--- src/rtl/pr_hrav_icap_loader_pkg.sv ---
// Shared constants and types for the ICAP partial-reconfiguration loader.
// Header bit positions match the dispatcher's packet format.
package pr_hrav_icap_loader_pkg;

    localparam int HDR_CORE_SEL   = 26;
    localparam int HDR_EOB        = 28;
    localparam int HDR_DST_HI     = 25;
    localparam int HDR_DST_LO     = 24;

    localparam int ICAP_WORD_W    = 32;
    localparam int WORDS_PER_BEAT = 8;
    localparam int IDX_W          = 3;

    typedef enum logic [1:0] {
        S_HDR    = 2'd0,
        S_DATA   = 2'd1,
        S_SHIFT  = 2'd2,
        S_SETTLE = 2'd3
    } state_t;

endpackage

--- src/rtl/pr_hrav_icap_ser.sv ---
// Beat serialiser: holds one 256-bit data beat plus strobes and presents one
// 32-bit slot per advance, with strobe-nibble classification and byte bitswap.
module pr_hrav_icap_ser
    import pr_hrav_icap_loader_pkg::*;
#(
    parameter int C_DATA_WIDTH   = 256,
    parameter bit C_ICAP_BITSWAP = 1'b1
) (
    input  logic                      clk,
    input  logic                      rst_n,
    input  logic                      load,
    input  logic                      advance,
    input  logic [C_DATA_WIDTH-1:0]   data,
    input  logic [C_DATA_WIDTH/8-1:0] strb,
    output logic [IDX_W-1:0]          idx,
    output logic [ICAP_WORD_W-1:0]    word,
    output logic                      slot_write,
    output logic                      slot_bad
);

    localparam int STRB_W = C_DATA_WIDTH / 8;

    logic [C_DATA_WIDTH-1:0] data_reg;
    logic [STRB_W-1:0]       strb_reg;
    logic [IDX_W-1:0]        idx_reg;
    logic [ICAP_WORD_W-1:0]  raw_word;
    logic [3:0]              nibble;

    // The current slot always sits in the low word, so shifting walks word 0..7.
    always_ff @(posedge clk or negedge rst_n) begin
        if (!rst_n) begin
            data_reg <= '0;
            strb_reg <= '0;
            idx_reg  <= '0;
        end else if (load) begin
            data_reg <= data;
            strb_reg <= strb;
            idx_reg  <= '0;
        end else if (advance) begin
            data_reg <= data_reg >> ICAP_WORD_W;
            strb_reg <= strb_reg >> 4;
            idx_reg  <= idx_reg + 1'b1;
        end
    end

    assign idx        = idx_reg;
    assign raw_word   = data_reg[ICAP_WORD_W-1:0];
    assign nibble     = strb_reg[3:0];
    assign slot_write = (nibble == 4'hF);
    assign slot_bad   = (nibble != 4'h0) && (nibble != 4'hF);

    // ICAPE2 expects each byte with its bit order reversed.
    generate
        if (C_ICAP_BITSWAP) begin : g_swap
            for (genvar gi = 0; gi < ICAP_WORD_W / 8; gi++) begin : g_byte
                for (genvar gj = 0; gj < 8; gj++) begin : g_bit
                    assign word[8*gi+gj] = raw_word[8*gi+7-gj];
                end
            end
        end else begin : g_noswap
            assign word = raw_word;
        end
    endgenerate

endmodule

--- src/rtl/pr_hrav_icap_loader.sv ---
// Streams partial bitstreams from the dispatcher into ICAPE2 and manages the
// decouple/settle/re-enable handshake of the scanner core being reconfigured.
module pr_hrav_icap_loader
    import pr_hrav_icap_loader_pkg::*;
#(
    parameter int C_S_AXIS_DATA_WIDTH = 256,
    parameter bit C_ICAP_BITSWAP      = 1'b1,
    parameter int C_SETTLE_CYCLES     = 16
) (
    input  logic                             ACLK,
    input  logic                             ARESETN,
    input  logic [C_S_AXIS_DATA_WIDTH-1:0]   S_AXIS_TDATA,
    input  logic [C_S_AXIS_DATA_WIDTH/8-1:0] S_AXIS_TSTRB,
    input  logic                             S_AXIS_TVALID,
    input  logic [127:0]                     S_AXIS_TUSER,
    input  logic                             S_AXIS_TLAST,
    output logic                             S_AXIS_TREADY,
    output logic                             ICAP_CSIB,
    output logic                             ICAP_RDWRB,
    output logic [31:0]                      ICAP_I,
    output logic                             core_0_enb,
    output logic                             core_1_enb,
    output logic                             pr_busy,
    output logic                             pr_done,
    output logic [1:0]                       pr_err,
    output logic [31:0]                      pr_word_cnt
);

    localparam int SETTLE_W = (C_SETTLE_CYCLES > 1) ? $clog2(C_SETTLE_CYCLES) : 1;
    localparam logic [SETTLE_W-1:0] SETTLE_LAST = SETTLE_W'(C_SETTLE_CYCLES - 1);
    localparam logic [IDX_W-1:0]    IDX_LAST    = IDX_W'(WORDS_PER_BEAT - 1);

    state_t                 state_reg, state_next;
    logic                   tready_reg, tready_next;
    logic                   csib_reg, csib_next;
    logic [31:0]            icap_reg, icap_next;
    logic                   core0_reg, core0_next;
    logic                   core1_reg, core1_next;
    logic                   busy_reg, busy_next;
    logic                   done_reg, done_next;
    logic [1:0]             err_reg, err_next;
    logic [31:0]            cnt_reg, cnt_next;
    logic                   sel_reg, sel_next;
    logic                   eob_reg, eob_next;
    logic                   last_reg, last_next;
    logic [SETTLE_W-1:0]    settle_reg, settle_next;

    logic                   accept;
    logic                   hdr_sel;
    logic                   hdr_eob;
    logic                   ser_load;
    logic                   ser_advance;
    logic [IDX_W-1:0]       ser_idx;
    logic [IDX_W-1:0]       idx_next;
    logic [ICAP_WORD_W-1:0] ser_word;
    logic                   slot_write;
    logic                   slot_bad;
    logic                   unused_tuser;

    assign unused_tuser = ^S_AXIS_TUSER;
    assign accept       = S_AXIS_TVALID & tready_reg;
    assign hdr_sel      = S_AXIS_TDATA[HDR_CORE_SEL];
    assign hdr_eob      = S_AXIS_TDATA[HDR_EOB];

    pr_hrav_icap_ser #(
        .C_DATA_WIDTH   (C_S_AXIS_DATA_WIDTH),
        .C_ICAP_BITSWAP (C_ICAP_BITSWAP)
    ) u_ser (
        .clk        (ACLK),
        .rst_n      (ARESETN),
        .load       (ser_load),
        .advance    (ser_advance),
        .data       (S_AXIS_TDATA),
        .strb       (S_AXIS_TSTRB),
        .idx        (ser_idx),
        .word       (ser_word),
        .slot_write (slot_write),
        .slot_bad   (slot_bad)
    );

    always_ff @(posedge ACLK or negedge ARESETN) begin
        if (!ARESETN) begin
            state_reg  <= S_HDR;
            tready_reg <= 1'b0;
            csib_reg   <= 1'b1;
            icap_reg   <= '0;
            core0_reg  <= 1'b1;
            core1_reg  <= 1'b1;
            busy_reg   <= 1'b0;
            done_reg   <= 1'b0;
            err_reg    <= '0;
            cnt_reg    <= '0;
            sel_reg    <= 1'b0;
            eob_reg    <= 1'b0;
            last_reg   <= 1'b0;
            settle_reg <= '0;
        end else begin
            state_reg  <= state_next;
            tready_reg <= tready_next;
            csib_reg   <= csib_next;
            icap_reg   <= icap_next;
            core0_reg  <= core0_next;
            core1_reg  <= core1_next;
            busy_reg   <= busy_next;
            done_reg   <= done_next;
            err_reg    <= err_next;
            cnt_reg    <= cnt_next;
            sel_reg    <= sel_next;
            eob_reg    <= eob_next;
            last_reg   <= last_next;
            settle_reg <= settle_next;
        end
    end

    always_comb begin
        state_next  = state_reg;
        tready_next = 1'b0;
        csib_next   = 1'b1;
        icap_next   = icap_reg;
        core0_next  = core0_reg;
        core1_next  = core1_reg;
        busy_next   = busy_reg;
        done_next   = 1'b0;
        err_next    = err_reg;
        cnt_next    = cnt_reg;
        sel_next    = sel_reg;
        eob_next    = eob_reg;
        last_next   = last_reg;
        settle_next = '0;
        ser_load    = 1'b0;
        ser_advance = 1'b0;

        case (state_reg)
            S_HDR: begin
                if (accept) begin
                    eob_next = hdr_eob;
                    if (!busy_reg) begin
                        busy_next = 1'b1;
                        cnt_next  = '0;
                        sel_next  = hdr_sel;
                        if (hdr_sel) core1_next = 1'b0;
                        else         core0_next = 1'b0;
                    end else if (hdr_sel != sel_reg) begin
                        // The session core stays decoupled; the new select is only flagged.
                        err_next[1] = 1'b1;
                    end
                    if (S_AXIS_TLAST) state_next = hdr_eob ? S_SETTLE : S_HDR;
                    else              state_next = S_DATA;
                end
            end
            S_DATA: begin
                if (accept) begin
                    ser_load   = 1'b1;
                    last_next  = S_AXIS_TLAST;
                    state_next = S_SHIFT;
                end
            end
            S_SHIFT: begin
                ser_advance = 1'b1;
                if (slot_write) begin
                    csib_next = 1'b0;
                    icap_next = ser_word;
                    if (cnt_reg != '1) cnt_next = cnt_reg + 32'd1;
                end else if (slot_bad) begin
                    err_next[0] = 1'b1;
                end
                if (ser_idx == IDX_LAST) begin
                    if (accept) begin
                        ser_load  = 1'b1;
                        last_next = S_AXIS_TLAST;
                    end else if (last_reg) begin
                        state_next = eob_reg ? S_SETTLE : S_HDR;
                    end else begin
                        state_next = S_DATA;
                    end
                end
            end
            S_SETTLE: begin
                if (settle_reg == SETTLE_LAST) begin
                    if (sel_reg) core1_next = 1'b1;
                    else         core0_next = 1'b1;
                    done_next  = 1'b1;
                    busy_next  = 1'b0;
                    state_next = S_HDR;
                end else begin
                    settle_next = settle_reg + 1'b1;
                end
            end
            default: state_next = S_HDR;
        endcase

        // TREADY is registered, so it is derived from where the FSM will be next cycle.
        if (ser_load)         idx_next = '0;
        else if (ser_advance) idx_next = ser_idx + 1'b1;
        else                  idx_next = ser_idx;

        case (state_next)
            S_HDR, S_DATA: tready_next = 1'b1;
            S_SHIFT:       tready_next = (idx_next == IDX_LAST) && !last_next;
            default:       tready_next = 1'b0;
        endcase
    end

    assign S_AXIS_TREADY = tready_reg;
    assign ICAP_CSIB     = csib_reg;
    assign ICAP_RDWRB    = 1'b0;
    assign ICAP_I        = icap_reg;
    assign core_0_enb    = core0_reg;
    assign core_1_enb    = core1_reg;
    assign pr_busy       = busy_reg;
    assign pr_done       = done_reg;
    assign pr_err        = err_reg;
    assign pr_word_cnt   = cnt_reg;

endmodule

--- config.mk ---
export PLATFORM = sky130hd
export DESIGN_NAME = pr_hrav_icap_loader
export DESIGN_NICKNAME = d
export VERILOG_FILES = /design/src/rtl/pr_hrav_icap_loader_pkg.sv /design/src/rtl/pr_hrav_icap_ser.sv /design/src/rtl/pr_hrav_icap_loader.sv
export SDC_FILE = /design/constraint.sdc
export NUM_CORES = 1
export LEC_CHECK = 0
export BUFFER_PORTS_ARGS = -buffer_cell sky130_fd_sc_hd__buf_2
export CAP_MARGIN = 20
export CORE_MARGIN = 5
export CORE_UTILIZATION = 25
export CTS_CLUSTER_SIZE = 24
export DETAILED_ROUTE_END_ITERATION = 6
export GPL_ROUTABILITY_DRIVEN = 0
export PLACE_DENSITY = 0.56
export SLEW_MARGIN = 15
export SYNTH_ARGS = -nofsm -noshare
export SYNTH_HDL_FRONTEND = slang
export SYNTH_SLANG_ARGS = --single-unit
export TNS_END_PERCENT = 5
--- constraint.sdc ---
create_clock -name ACLK -period 5.1 [get_ports ACLK]
set_input_delay 0.255 -clock ACLK [delete_from_list [all_inputs] [get_ports ACLK]]
set_output_delay 0.255 -clock ACLK [all_outputs]
set_load 0.02 [all_outputs]
Yosys cells after proc, flatten, opt, wreduce, memory -nomap -nowiden

Cells that the tools add are included.

Logic and storage cells: 114
Input port bits: 420
Register bits: 372
Output and inout bits: 73

Bitwise gates (word level): 3
Mux-type cells: 50
Reductions and logical operators: 19
Eq/ne operators: 21
Add/sub/neg operators: 3

Operator list:

| operator              | number |
|---|---|
| $mux 256              | 2 |
| $mux 32               | 6 |
| $pmux 32 s2           | 1 |
| $add 32x1->32 const B | 1 |
| $ne 32x32->1 const B  | 1 |
| $mux 1                | 21 |
| $mux 2                | 9 |
| $ne 2x2->1 const B    | 9 |
| $pmux 1 s2            | 6 |
| $reduce_and 6->1      | 2 |
| $reduce_and 3->1      | 3 |
| $eq 4x4->1 const B    | 2 |
| $mux 4                | 2 |
| $pmux 2 s4            | 1 |
| $eq 2x2->1 const B    | 3 |
| $eq 3x3->1 const B    | 2 |
| $mux 3                | 2 |
| $reduce_bool 2->1     | 3 |
| $reduce_and 5->1      | 1 |
| $add 4x1->4 const B   | 1 |
| $eq 2x1->1 const B    | 2 |
| $logic_not 2->1       | 2 |
| $ne 4x4->1 const B    | 1 |
| $reduce_and 2->1      | 2 |
| other kinds (9)       | 11 |

Depth between registers and ports, before layout

Word-level depth: 8
Depth in mapped cells: 9
Mapped depth without buffers: 7

Modules after synthesis

A second synthesis with hierarchy kept.

Cell total of the unflattened synthesis: 1677
Area, all modules: 17638.2 um^2

By module, submodules not included:

| module              | sequential area each (um^2) | instances | cells an instance | area each (um^2) |
|---|---|---|---|---|
| pr_hrav_icap_ser    | 7282.0                      | 1         | 1295              | 13646.8 |
| pr_hrav_icap_loader | 2030.7                      | 1         | 382               | 3991.3 |

Worst setup path before layout

No wires, ideal clock.

Path type: flip-flop to flip-flop
Start point: register cnt_reg[0] (netlist: pr_word_cnt[0])
End point: register cnt_reg[26] (netlist: pr_word_cnt[26])
Library setup time: 0.069 ns
Path buffers: 0
Arrival: 2.456 ns
Data required time: 5.031 ns
Period minus slack after synthesis: 2.525 ns
Path slack: 2.575 ns
Cell stages (with the launch flop): 7
Path through: dfrtp_1 ha_1 nand3_1 or4_4 or4_4 or4b_1 nand3_1

Cells in the longest elaborated chain, start to end: 4
Elaborated cells on any way between the ends: 7
Those cells by class: 1 x add/sub; 2 x eq/ne; 3 x mux; 1 x reduce/logical

RTL lines:

| what                   | RTL line                   | RTL |
|---|---|---|
| from (decl)            | pr_hrav_icap_loader.sv:42  | `logic [31:0] cnt_reg, cnt_next;` |
| from (signal assigned) | pr_hrav_icap_loader.sv:107 | `cnt_reg <= cnt_next;` |
| $add 32x1->32          | pr_hrav_icap_loader.sv:163 | `if (cnt_reg != '1) cnt_next = cnt_reg + 32'd1;` |
| $mux 32                | pr_hrav_icap_loader.sv:163 |  |
| $mux 32                | pr_hrav_icap_loader.sv:160 | `if (slot_write) begin` |
| $pmux 32 s2            | pr_hrav_icap_loader.sv:133 | `case (state_reg)` |

Several ways; a longest one is shown, not always the timed one. The select of a mux whose other input is x is not followed.
A chain may end at the register's enable or synchronous reset.

Worst setup path in the final report

Start point: register state_reg[0]
End point: register tready_reg (netlist: S_AXIS_TREADY)

Elaborated cells on any way between the ends: 23
Those cells by class: 6 x eq/ne; 12 x mux; 5 x reduce/logical

RTL lines:

| what                                            | RTL line                   | RTL |
|---|---|---|
| from (decl)                                     | pr_hrav_icap_loader.sv:33  | `state_t state_reg, state_next;` |
| from (signal assigned)                          | pr_hrav_icap_loader.sv:98  | `state_reg <= state_next;` |
| $eq 2x2->1 / $eq 2x1->1 (equally long branches) | pr_hrav_icap_loader.sv:133 |  |
| $pmux 1 s2 *                                    | pr_hrav_icap_loader.sv:133 |  |
| via last_next                                   | pr_hrav_icap_loader.sv:45  | `logic last_reg, last_next;` |
| $logic_not 1->1 *                               | pr_hrav_icap_loader.sv:199 | `S_SHIFT: tready_next = (idx_next == IDX_LAST) && !last_next;` |
| $logic_and 1x1->1 *                             | pr_hrav_icap_loader.sv:199 |  |
| $pmux 1 s2 *                                    | pr_hrav_icap_loader.sv:197 | `case (state_next)` |
| via tready_next                                 | pr_hrav_icap_loader.sv:34  | `logic tready_reg, tready_next;` |
| to (signal assigned)                            | pr_hrav_icap_loader.sv:99  | `tready_reg <= tready_next;` |
| to (decl)                                       | pr_hrav_icap_loader.sv:34  |  |

The timed path passes the listed nets; every way through them passes the cells marked *.

==> run_results.csv <==
group,metric,value,unit
clock_network,clk_latency,0.57,ns
clock_network,cts_sinks,372,
sta,worst_pin_slew,1.10,ns
synthesis,async_flop_share,1.00,
detailed_routing,drt_iter0_drc,1159,
critical_path,cp-end-kind,"register",
critical_path,start_kind,"register",
sta,final-max-slew-violation-count,0,
clock_network,cts_tree,"built",
synthesis,ys_top_cells_by_area,"dfrtp_1 (54%), mux2i_1 (15%), nand2_1 (8.0%)",
clock_network,clk_root_buffer_cell,"clkbuf_16",
global_route,grt_pass1_vias,15331,
critical_path,critPathRequiredTime,5.54,ns
die,die_x,271,um
cells_and_area,num-fill-cells,6599,
detailed_routing,ant_nets,0,
detailed_routing,routedWlPerCell,17.8,um
sta,period_share,0.666,
flow_run,maxCapViolCount,0,
global_route,grt.overflow.total,0,
sta,setup_tns,0,ns
cells_and_area,layout.nets,2678,
sta,hold_violations,0,
synthesis,synth-edff-count,0,
synthesis,yosysTopAreaCell,"dfrtp_1",
synthesis,synth-main-ff-cell,"dfrtp_1",
place,placed_cells,2786,
detailed_routing,wirelength,56400,um
sta,rsz0062_at_grt,"no",
sta,skew,0.0161,ns
global_route,grt_pass1_wl,87900,um
place,post-dp-hpwl,37300,um
clock_network,numCtsBuffers,46,
cells_and_area,drive_gt1_frac,0.219,
global_route,grt_use_total,0.147,
sta,relSlewSlack,0.265,
power,peakVddDrop,0.270,mV
die,ios,493,
synthesis,ys_seq_area_frac,0.545,
power,p_per_area,491,nW/um^2
synthesis,yosysWarnings,0,
sta,fin_ws,1.71,ns
clock_network,clockBufferDepth,3,
synthesis,ys_ff_latch,372,
cells_and_area,fin_cells,3163,
detailed_routing,vias_per_cell,4.61,
synthesis,synth_top_area_share,0.541,
cells_and_area,final_util,0.358,
die,rows,95,
synthesis,avgSynthCellArea,10.3,sq um
place,io_buffers,363,
sta,max_freq,295,MHz
cells_and_area,multiInputGateArea,7300,sq um
status,outcome,"complete, no violations",
global_route,antenna_found_initial,8,
die,coreArea,67400,sq um
sta,final.min_clock_period,3.39,ns
detailed_routing,vias,14592,
place,pre_cts_ws,1.67,ns
critical_path,worstPathArrival,3.83,ns
synthesis,synthCells,1650,
cells_and_area,final_common_cell,"dfrtp_1",
global_route,grt_max_degree,175,
die,floorplan.initialDensity,0.253,
cells_and_area,final-seq-area,9310,sq um
cells_and_area,area_growth,41.5,%
detailed_routing,drtPass1Iterations,6,
clock_network,htreeDepth,2,
critical_path,crit_path_max_fanout,153,
clock_network,clk_pin_slew,0.06,ns
die,die_area,73600,sq um
die,die_h,271,um
detailed_routing,drc,0,
sta,setup_viol,0,
power,leakage,10.8,nW
synthesis,yosysUniqueCellTypes,57,
synthesis,syn-num-nets,2078,
critical_path,worstSetupPathType,"register to register",
cells_and_area,final_cell_mix,"dfrtp_1 (369), nand2_1 (364), buf_2 (362)",
cells_and_area,largest_reg_flops,256,
synthesis,syn_area,17100,sq um
min_path,hold_path.class,"input port to register",
through the flow:
| stage | cell area [sq um] | total power [W] | hold WS (ns) |
|---|---|---|---|
| after floorplan | 17100 | 0.00727 | -0.0406 |
| after global placement | 19800 | 0.00841 | 0.177 |
| after detailed placement | 19800 | 0.00855 | 0.181 |
| after CTS | 24100 | 0.0120 | 0.0165 |
| after global routing | 24100 | 0.0126 | 0.0646 |
| final | 24200 | 0.0119 | 0.0449 |
power breakdown:
| group | total, W | switching [W] | internal [W] | leakage (nW) |
|---|---|---|---|---|
| registers | 0.00480 | 0.000784 | 0.00402 | 4.85 |
| logic | 0.00387 | 0.00210 | 0.00176 | 5.20 |
| clock network | 0.00319 | 0.00131 | 0.00188 | 0.723 |
| total | 0.0119 | 0.00420 | 0.00766 | 10.8 |
cell type report:
class	instances	area share
Multi-Input combinational cell	1152	0.302
Inverter	11	0.00171
Clock inverter	18	0.00668
Sequential cell	372	0.386
Clock buffer	63	0.0537
Timing Repair Buffer	667	0.204
Tap cell	873	0.0452
Antenna cell	7	0.000725
critical path, cell delays in order (launching register included):
cell and delay (ns):
dfrtp_1 0.43, inv_1 0.17, ha_4 0.62, a21oi_1 0.20, nor3b_2 0.82, buf_12 0.41
a22o_1 0.28, o31ai_1 0.08
synth_stat cells, types with 4 or more instances:
cell type and number:
o21ai_0 260, inv_1 11, and3_1 6, nand3b_1 41
nand4b_1 5, a21oi_1 16, a31oi_1 4, dfrtp_1 369
nor4_1 5, nand2b_1 5, nor2_1 21, o31ai_1 6
nand4_1 10, o211ai_1 5, buf_1 10, nand2_1 365
nand3_1 25, mux2i_1 260, or4_1 6, mux2_2 35
nor3_1 8, clkbuf_1 101, a22o_1 10, ha_1 8
per-layer routing:
layer,track usage,share of wire
met1,0.198,0.46
met2,0.243,0.47
met5,0,0
met3,0.0271,0.046
met4,0.0443,0.027
final timing paths:
| path | startpoint | to | slack [ns] | depth (start not counted) |
|---|---|---|---|---|
| max in group asynchronous | ARESETN | u_ser.strb_reg[5] | 3.47 | 3 |
| worst max-delay path | state_reg[0] | S_AXIS_TREADY | 1.71 | 7 |
| worst min register to register | settle_reg[0] | settle_reg[0] | 0.46 | 1 |
| worst max register to register | state_reg[0] | S_AXIS_TREADY | 1.71 | 7 |
| min in group asynchronous | ARESETN | u_ser.data_reg[176] | 0.18 | 2 |
| worst min-delay path | S_AXIS_TDATA[26] | u_ser.data_reg[26] | 0.04 | 3 |
cells by family after synthesis:
group / synth area share
compound gates: 0.105
fa+ha+maj: 0.00586
xor+xnor: 0.00205
other cells: 0.000220
buf+inv: 0.0281
mux: 0.176
flops: 0.545
simple gates: 0.138
timing repair:
action / 4_1_cts / 5_1_grt
hold endpoints to repair: 332 / 0
setup buffers: 0 / 0
resized for setup: 0 / 0
hold buffers: 289 / 0
Power figures use the tool's default switching activity.
